==> src/rtl/sram_serial_ctrl.sv <==
// sram_serial_ctrl: UART byte-stream command engine in front of an sram_driver.
// 5-byte frames (cmd + 32-bit payload MSB first), 4-byte replies, burst dump/fill.
module sram_serial_ctrl #(
    parameter int ADDR_W  = 13,
    parameter int DATA_W  = 8,
    parameter int TIMEOUT = 20000
) (
    input  logic              clk,
    input  logic              reset,
    input  logic              rx_valid,
    input  logic [7:0]        rx_data,
    output logic              tx_valid,
    output logic [7:0]        tx_data,
    input  logic              tx_ready,
    output logic              ram_start,
    output logic              ram_re,
    output logic [ADDR_W-1:0] ram_address,
    output logic [DATA_W-1:0] ram_wdata,
    input  logic [DATA_W-1:0] ram_rdata,
    input  logic              ram_ready,
    output logic              busy,
    output logic              overrun
);
    localparam int GW = $clog2(TIMEOUT + 1);
    localparam logic [GW-1:0] GAP_MAX = GW'(TIMEOUT - 1);
    localparam logic [1:0] WB_LAST = 2'(DATA_W / 8 - 1);

    localparam logic [7:0] C_ADDR   = 8'h01;
    localparam logic [7:0] C_LOAD   = 8'h02;
    localparam logic [7:0] C_WRITE  = 8'h03;
    localparam logic [7:0] C_READ   = 8'h04;
    localparam logic [7:0] C_DUMP   = 8'h05;
    localparam logic [7:0] C_FILL   = 8'h06;
    localparam logic [7:0] C_STATUS = 8'h07;

    typedef enum logic [2:0] {
        S_RX, S_EXEC, S_MEM, S_MWAIT, S_TX
    } state_t;

    state_t state, state_nxt;

    logic [39:0]       frame;
    logic [2:0]        byte_cnt;
    logic [GW-1:0]     gap;
    logic [ADDR_W-1:0] ptr;
    logic [DATA_W-1:0] wdata;
    logic [15:0]       cnt;
    logic [31:0]       reply;
    logic [1:0]        tx_idx;
    logic              mw_first;

    logic [7:0]  cmd;
    logic [31:0] pay;
    logic [15:0] n_words;
    logic c_addr, c_load, c_write, c_read;
    logic c_dump, c_fill, c_status;
    logic is_mem_cmd, frame_done, mem_done;

    assign cmd     = frame[39:32];
    assign pay     = frame[31:0];
    assign n_words = pay[15:0];

    assign c_addr   = cmd == C_ADDR;
    assign c_load   = cmd == C_LOAD;
    assign c_write  = cmd == C_WRITE;
    assign c_read   = cmd == C_READ;
    assign c_dump   = cmd == C_DUMP;
    assign c_fill   = cmd == C_FILL;
    assign c_status = cmd == C_STATUS;

    // Bursts of zero length never touch memory.
    assign is_mem_cmd = c_write || c_read ||
                        ((c_dump || c_fill) && n_words != 16'd0);

    assign frame_done = state == S_RX && rx_valid && byte_cnt == 3'd4;
    assign mem_done   = state == S_MWAIT && !mw_first && ram_ready;

    assign busy        = state != S_RX;
    assign ram_address = ptr;
    assign ram_wdata   = wdata;
    assign tx_data     = reply[{tx_idx, 3'b000} +: 8];

    always_ff @(posedge clk) begin
        if (reset) state <= S_RX;
        else       state <= state_nxt;
    end

    always_comb begin
        state_nxt = state;
        ram_start = 1'b0;
        tx_valid  = 1'b0;
        unique case (state)
            S_RX: begin
                if (frame_done) state_nxt = S_EXEC;
            end
            S_EXEC: begin
                if (is_mem_cmd)  state_nxt = S_MEM;
                else if (c_dump) state_nxt = S_RX;
                else             state_nxt = S_TX;
            end
            S_MEM: begin
                if (ram_ready) begin
                    ram_start = 1'b1;
                    state_nxt = S_MWAIT;
                end
            end
            S_MWAIT: begin
                if (mem_done) begin
                    if (c_fill && cnt != 16'd1) state_nxt = S_MEM;
                    else                        state_nxt = S_TX;
                end
            end
            S_TX: begin
                tx_valid = 1'b1;
                if (tx_ready && tx_idx == 2'd0) begin
                    if (c_dump && cnt != 16'd0) state_nxt = S_MEM;
                    else                        state_nxt = S_RX;
                end
            end
            default: state_nxt = S_RX;
        endcase
        // Nothing leaves the block during the reset cycle itself.
        if (reset) begin
            ram_start = 1'b0;
            tx_valid  = 1'b0;
        end
    end

    always_ff @(posedge clk) begin
        if (reset) begin
            frame    <= '0;
            byte_cnt <= '0;
            gap      <= '0;
            ptr      <= '0;
            wdata    <= '0;
            cnt      <= '0;
            reply    <= '0;
            tx_idx   <= '0;
            mw_first <= 1'b0;
            ram_re   <= 1'b0;
            overrun  <= 1'b0;
        end else begin
            unique case (state)
                S_RX: begin
                    if (rx_valid) begin
                        frame <= {frame[31:0], rx_data};
                        gap   <= '0;
                        if (byte_cnt == 3'd4) byte_cnt <= '0;
                        else                  byte_cnt <= byte_cnt + 3'd1;
                    end else if (byte_cnt != 3'd0) begin
                        if (gap == GAP_MAX) begin
                            byte_cnt <= '0;
                            gap      <= '0;
                        end else begin
                            gap <= gap + 1'b1;
                        end
                    end
                end
                S_EXEC: begin
                    tx_idx <= 2'd3;
                    cnt    <= 16'd1;
                    unique case (1'b1)
                        c_addr: begin
                            ptr   <= pay[ADDR_W-1:0];
                            reply <= pay;
                        end
                        c_load: begin
                            wdata <= pay[DATA_W-1:0];
                            reply <= pay;
                        end
                        c_write: begin
                            ram_re <= 1'b0;
                            reply  <= 32'h3;
                        end
                        c_read: ram_re <= 1'b1;
                        c_dump: begin
                            ram_re <= 1'b1;
                            cnt    <= n_words;
                        end
                        c_fill: begin
                            ram_re <= 1'b0;
                            cnt    <= n_words;
                            reply  <= {16'b0, n_words};
                        end
                        c_status: begin
                            reply   <= {overrun, 15'b0, 16'(ptr)};
                            overrun <= 1'b0;
                        end
                        default: reply <= {24'b0, cmd};
                    endcase
                end
                S_MEM: begin
                    if (ram_ready) mw_first <= 1'b1;
                end
                S_MWAIT: begin
                    mw_first <= 1'b0;
                    if (mem_done) begin
                        ptr <= ptr + 1'b1;
                        cnt <= cnt - 16'd1;
                        if (ram_re) reply <= 32'(ram_rdata);
                        if (c_dump) tx_idx <= WB_LAST;
                    end
                end
                S_TX: begin
                    if (tx_ready && tx_idx != 2'd0)
                        tx_idx <= tx_idx - 2'd1;
                end
                default: ;
            endcase
            if (rx_valid && state != S_RX) overrun <= 1'b1;
        end
    end

endmodule

==> config.mk <==
export PLATFORM = sky130hd
export DESIGN_NAME = sram_serial_ctrl
export DESIGN_NICKNAME = d
export VERILOG_FILES = /design/src/rtl/sram_serial_ctrl.sv
export SDC_FILE = /design/constraint.sdc
export NUM_CORES = 1
export LEC_CHECK = 0
export CELL_PAD_IN_SITES_DETAIL_PLACEMENT = 0
export CELL_PAD_IN_SITES_GLOBAL_PLACEMENT = 2
export CORE_MARGIN = 1
export CORE_UTILIZATION = 30
export DETAILED_ROUTE_END_ITERATION = 12
export PLACE_DENSITY = 0.78
export SYNTH_ARGS = -nofsm -noshare
export SYNTH_HDL_FRONTEND = slang
export SYNTH_SLANG_ARGS = --single-unit
==> constraint.sdc <==
create_clock -name clk -period 6.82 [get_ports clk]
set_clock_uncertainty 0.1 [all_clocks]
set_input_delay 1.364 -clock clk [delete_from_list [all_inputs] [get_ports clk]]
set_output_delay 1.364 -clock clk [all_outputs]
set_load 0.02 [all_outputs]
==> metrics.md <==
| Metric | Value |
|---|---|
| CP Buf/Inv Count | `2` |
| Max transition margin | `31.4%` |
| Setup tns final | `0 ps` |
| Hold bufs inserted after CTS | `0` |
| PostCTS Resize Cnt | `0` |
| Clock Pin Slew Worst Setup and Hold Paths | `60 ps` |
| Post-synth ARST share | `0%` |
| Post-Synth Simple-Gate Area | `24.9%` |
| Core Rows | `54` |
| Post-Syn Instances | `841` |
| Number of inserted diodes | `0` |
| Main combinational cell family by area after synthesis | `simple AND/OR/NAND/NOR gates` |
| Synthesized area | `6690 µm²` |
| Port Buf Inserts | `54` |
| Setup crit end kind | `output pin` |
| H-Tree Level Count | `4` |
| Final Hold Violating Endpoints | `0` |
| Arrival time at the worst endpoint | `2910 ps` |
| DRC viols | `0` |
| Warnings from Yosys | `0` |
| Critical-path maximum fanout | `4` |
| Leakage power | `2.60 nW` |
| Share of cells above drive strength 1 | `7.82%` |
| Die area | `22900 µm²` |
| Reg2reg path depth | `5` |
| Crit path depth | `4` |
| Synth unique cells | `70` |
| CTS sink cnt | `135` |
| Core Footprint | `21800 µm²` |
| Hold path depth | `2` |
| Top cell type's share of synthesized area | `40.4%` |
| Critical path class | `primary input to output pin` |
| Startpoint Class | `primary input` |
| Antenna violations before repair | `0` |
| Status | `completed` |
| Mux contribution to synthesized area | `3.01%` |
| RSZ-0062 raised after global routing | `no` |
| Number of synthesized register bits | `135` |
| Fin area | `8020 µm²` |
| Root Buffer Master | `clkbuf_16` |
| Largest cells by area after synthesis | `dfxtp_1, a21oi_1, nand2_1, nor2_1, o21ai_0` |
| Max stage delay cell, worst path | `clkdlybuf4s50_1` |
| DR vias/cell | `5.48` |
| Via Count | `6299` |
| Post-Route WL | `22000 µm` |
| Antenna Nets Post-Route | `0` |
| Critical Path Start | `ram_ready` |
| Area after DPL | `7380 µm²` |
| Deepest clock path buffer count | `2` |
| Die height | `151 µm` |
| Power per Cell Area | `235 nW/µm²` |
| Synth Area in XOR/XNOR | `1.57%` |
| Routed WL per cell | `19.1 µm` |
| Post-CTS Setup Inserts | `0` |
| Peak VDD IR | `0.120 mV` |
| Final RePlAce weighted congestion | `0.788` |
| Sequential share of the synthesized area | `40.4%` |
| Post-synth top cells | `nand2_1, dfxtp_1, a21oi_1` |
| Family with the most delay on the worst path | `buffers and inverters` |
| Post-layout nets | `887` |
| P&R area growth vs syn | `19.8%` |
| First-pass GRT wire length | `34400 µm` |
| Max Fclk | `228 MHz` |
| Biggest area consumer among synthesized cells | `dfxtp_1` |
| Number of flops mapped to enable cells by yosys | `0` |
| R2r setup slk | `3640 ps` |
| Sequence of cells on the critical path | `clkdlybuf4s50_1, nand2_1, nor4_1, clkdlybuf4s50_1` |
| Hold Path Class | `register to register` |
| Mean Syn Cell Area | `7.96 µm²` |
| Die width | `151 µm` |
| Minimum clock period | `4380 ps` |
| Crit path capture | `ram_start` |
| Post-synthesis compound-gate area fraction | `24.0%` |
| Ports | `55` |
| Worst EP required | `5360 ps` |
| Filler Cell Count | `2293` |
| Skew-Pair Late Insertion Delay | `420 ps` |
| Final worst path period share | `64.2%` |
| Adder-cell share of the synthesized area | `1.31%` |
| Total CTS buffers | `17` |
| Most frequent CP cell | `clkdlybuf4s50_1` |
| CTS tree | `done` |
| Maxcap violations | `0` |
| Initial Util | `30.7%` |
| Most numerous cell in the Yosys netlist | `nand2_1` |
| Post-DP HPWL | `14500 µm` |
| Critical R2R Capture | `reply[26]$_SDFFE_PP0P_` |
| Grt ovf | `0` |
| DRT Pass-1 Iters | `5` |
| Predominant post-synthesis flop cell | `dfxtp_1` |
| Setup Viol. Count Final | `0` |
| Gr usage total | `19.9%` |
| Initial DRC Count | `469` |
| Largest net degree at the start of global routing | `75` |
| Worst-Margin Slew | `1030 ps` |
| Critical R2R Launch | `state[0]$_SDFFE_PP0P_` |
| Slowest stage delay, CP | `670 ps` |
| Syn Nets | `869` |
| Vias in the first global route | `5823` |
| Pins Over Slew Limit | `0` |
==> worst min path at each step <==
stage                                         start                   endpoint  slack, ps
after global routing      ram_wdata[6]$_SDFFE_PP0P_  ram_wdata[6]$_SDFFE_PP0P_        390
after global placement       reply[14]$_SDFFE_PP0P_     reply[14]$_SDFFE_PP0P_        340
after detailed placement  ram_wdata[6]$_SDFFE_PP0P_  ram_wdata[6]$_SDFFE_PP0P_        340
after CTS                    reply[14]$_SDFFE_PP0P_     reply[14]$_SDFFE_PP0P_        360
after floorplan              reply[13]$_SDFFE_PP0P_     reply[13]$_SDFFE_PP0P_        330
final                        reply[14]$_SDFFE_PP0P_     reply[14]$_SDFFE_PP0P_        360
==> metal layers <==
| metal | vias up | track usage [%] | wire, µm |
|---|---|---|---|
| met2 | 145 | 29.6 | 9800 |
| met5 | - | 0 | 0 |
| met4 | 0 | 5.15 | 238 |
| met3 | 14 | 3.52 | 789 |
| met1 | 3047 | 29.2 | 11200 |
| li1 | 3093 | - | - |
==> power breakdown <==
part           internal (W)  switching (W)  leakage [nW]
combinational     0.0000259      0.0000479          1.21
sequential         0.000797      0.0000185          1.09
clock              0.000640       0.000358         0.305
==> sequential cells by signal, summed over array words and instances (netlist names) <==
signal       count
state            3
mw_first         1
reply           32
ram_wdata        8
byte_cnt         3
ram_re           1
overrun          1
tx_idx           2
frame           40
cnt             16
gap             15
ram_address     13
==> worst reg2reg max path, cell delays in order, from the launching register on <==
cell and delay [ps]:
dfxtp_1 580, or3b_1 600, nor3_2 610, nor3b_2 930, a22oi_1 150, nor2_1 140
==> area by class of cell <==
cell class / count / area [µm²] / share of cell area (%)
Tap cell: 280 / 350 / 4.37
Multi-Input combinational cell: 627 / 3670 / 45.8
Timing Repair Buffer: 61 / 591 / 7.37
Clock inverter: 10 / 170 / 2.12
Clock buffer: 20 / 467 / 5.82
Sequential cell: 135 / 2700 / 33.7
Inverter: 17 / 63.8 / 0.796
==> kinds of logic (layout without fill, tap and decap cells) <==
group                      count (synthesis)  count (layout)
AOI/OAI and AO/OA                        255             255
xor gates and xnor gates                  12              12
adders and majority gates                  7               7
buffers and inverters                     79             108
DFF                                      135             135
muxes                                     10              10
and+or+nand+nor                          343             343
==> cells in the final DEF, fill, tap and decap left out, types with 4 or more instances in the layout <==
| master | instances |
|---|---|
| a211oi_1 | 6 |
| a2bb2oi_1 | 5 |
| a21oi_1 | 113 |
| bufinv_16 | 4 |
| nor4_1 | 15 |
| inv_1 | 16 |
| nor2_1 | 61 |
| dfxtp_1 | 135 |
| o211ai_1 | 4 |
| nor3_1 | 16 |
| buf_4 | 8 |
| o22ai_1 | 8 |
| nand2b_1 | 8 |
| nor3b_1 | 5 |
| a22oi_1 | 24 |
| o21ai_0 | 39 |
| mux4_2 | 8 |
| o32ai_1 | 8 |
| nand2_1 | 149 |
| or3_1 | 7 |
| clkbuf_16 | 17 |
| ha_1 | 7 |
| nand4_1 | 15 |
| and3_1 | 11 |
| and2_1 | 8 |
| or4_1 | 6 |
| clkdlybuf4s50_1 | 53 |
| a31oi_1 | 8 |
| nand3_1 | 18 |
| xor2_1 | 9 |
==> per-stage QoR <==
stage          worst slack (ps)  total power (W)  hold slack (ps)  util (%)  instances
2_1_floorplan              3050         0.000869              329         -        841
3_3_place_gp               2440         0.000907              340      33.8       1120
3_5_place_dp               2430         0.000907              344      33.8       1120
4_1_cts                    2420          0.00190              359      36.7       1150
5_1_grt                    2320          0.00195              387      36.7       1150
6_report                   2440          0.00189              356      36.7       1150
Power figures use the tool's default switching activity.
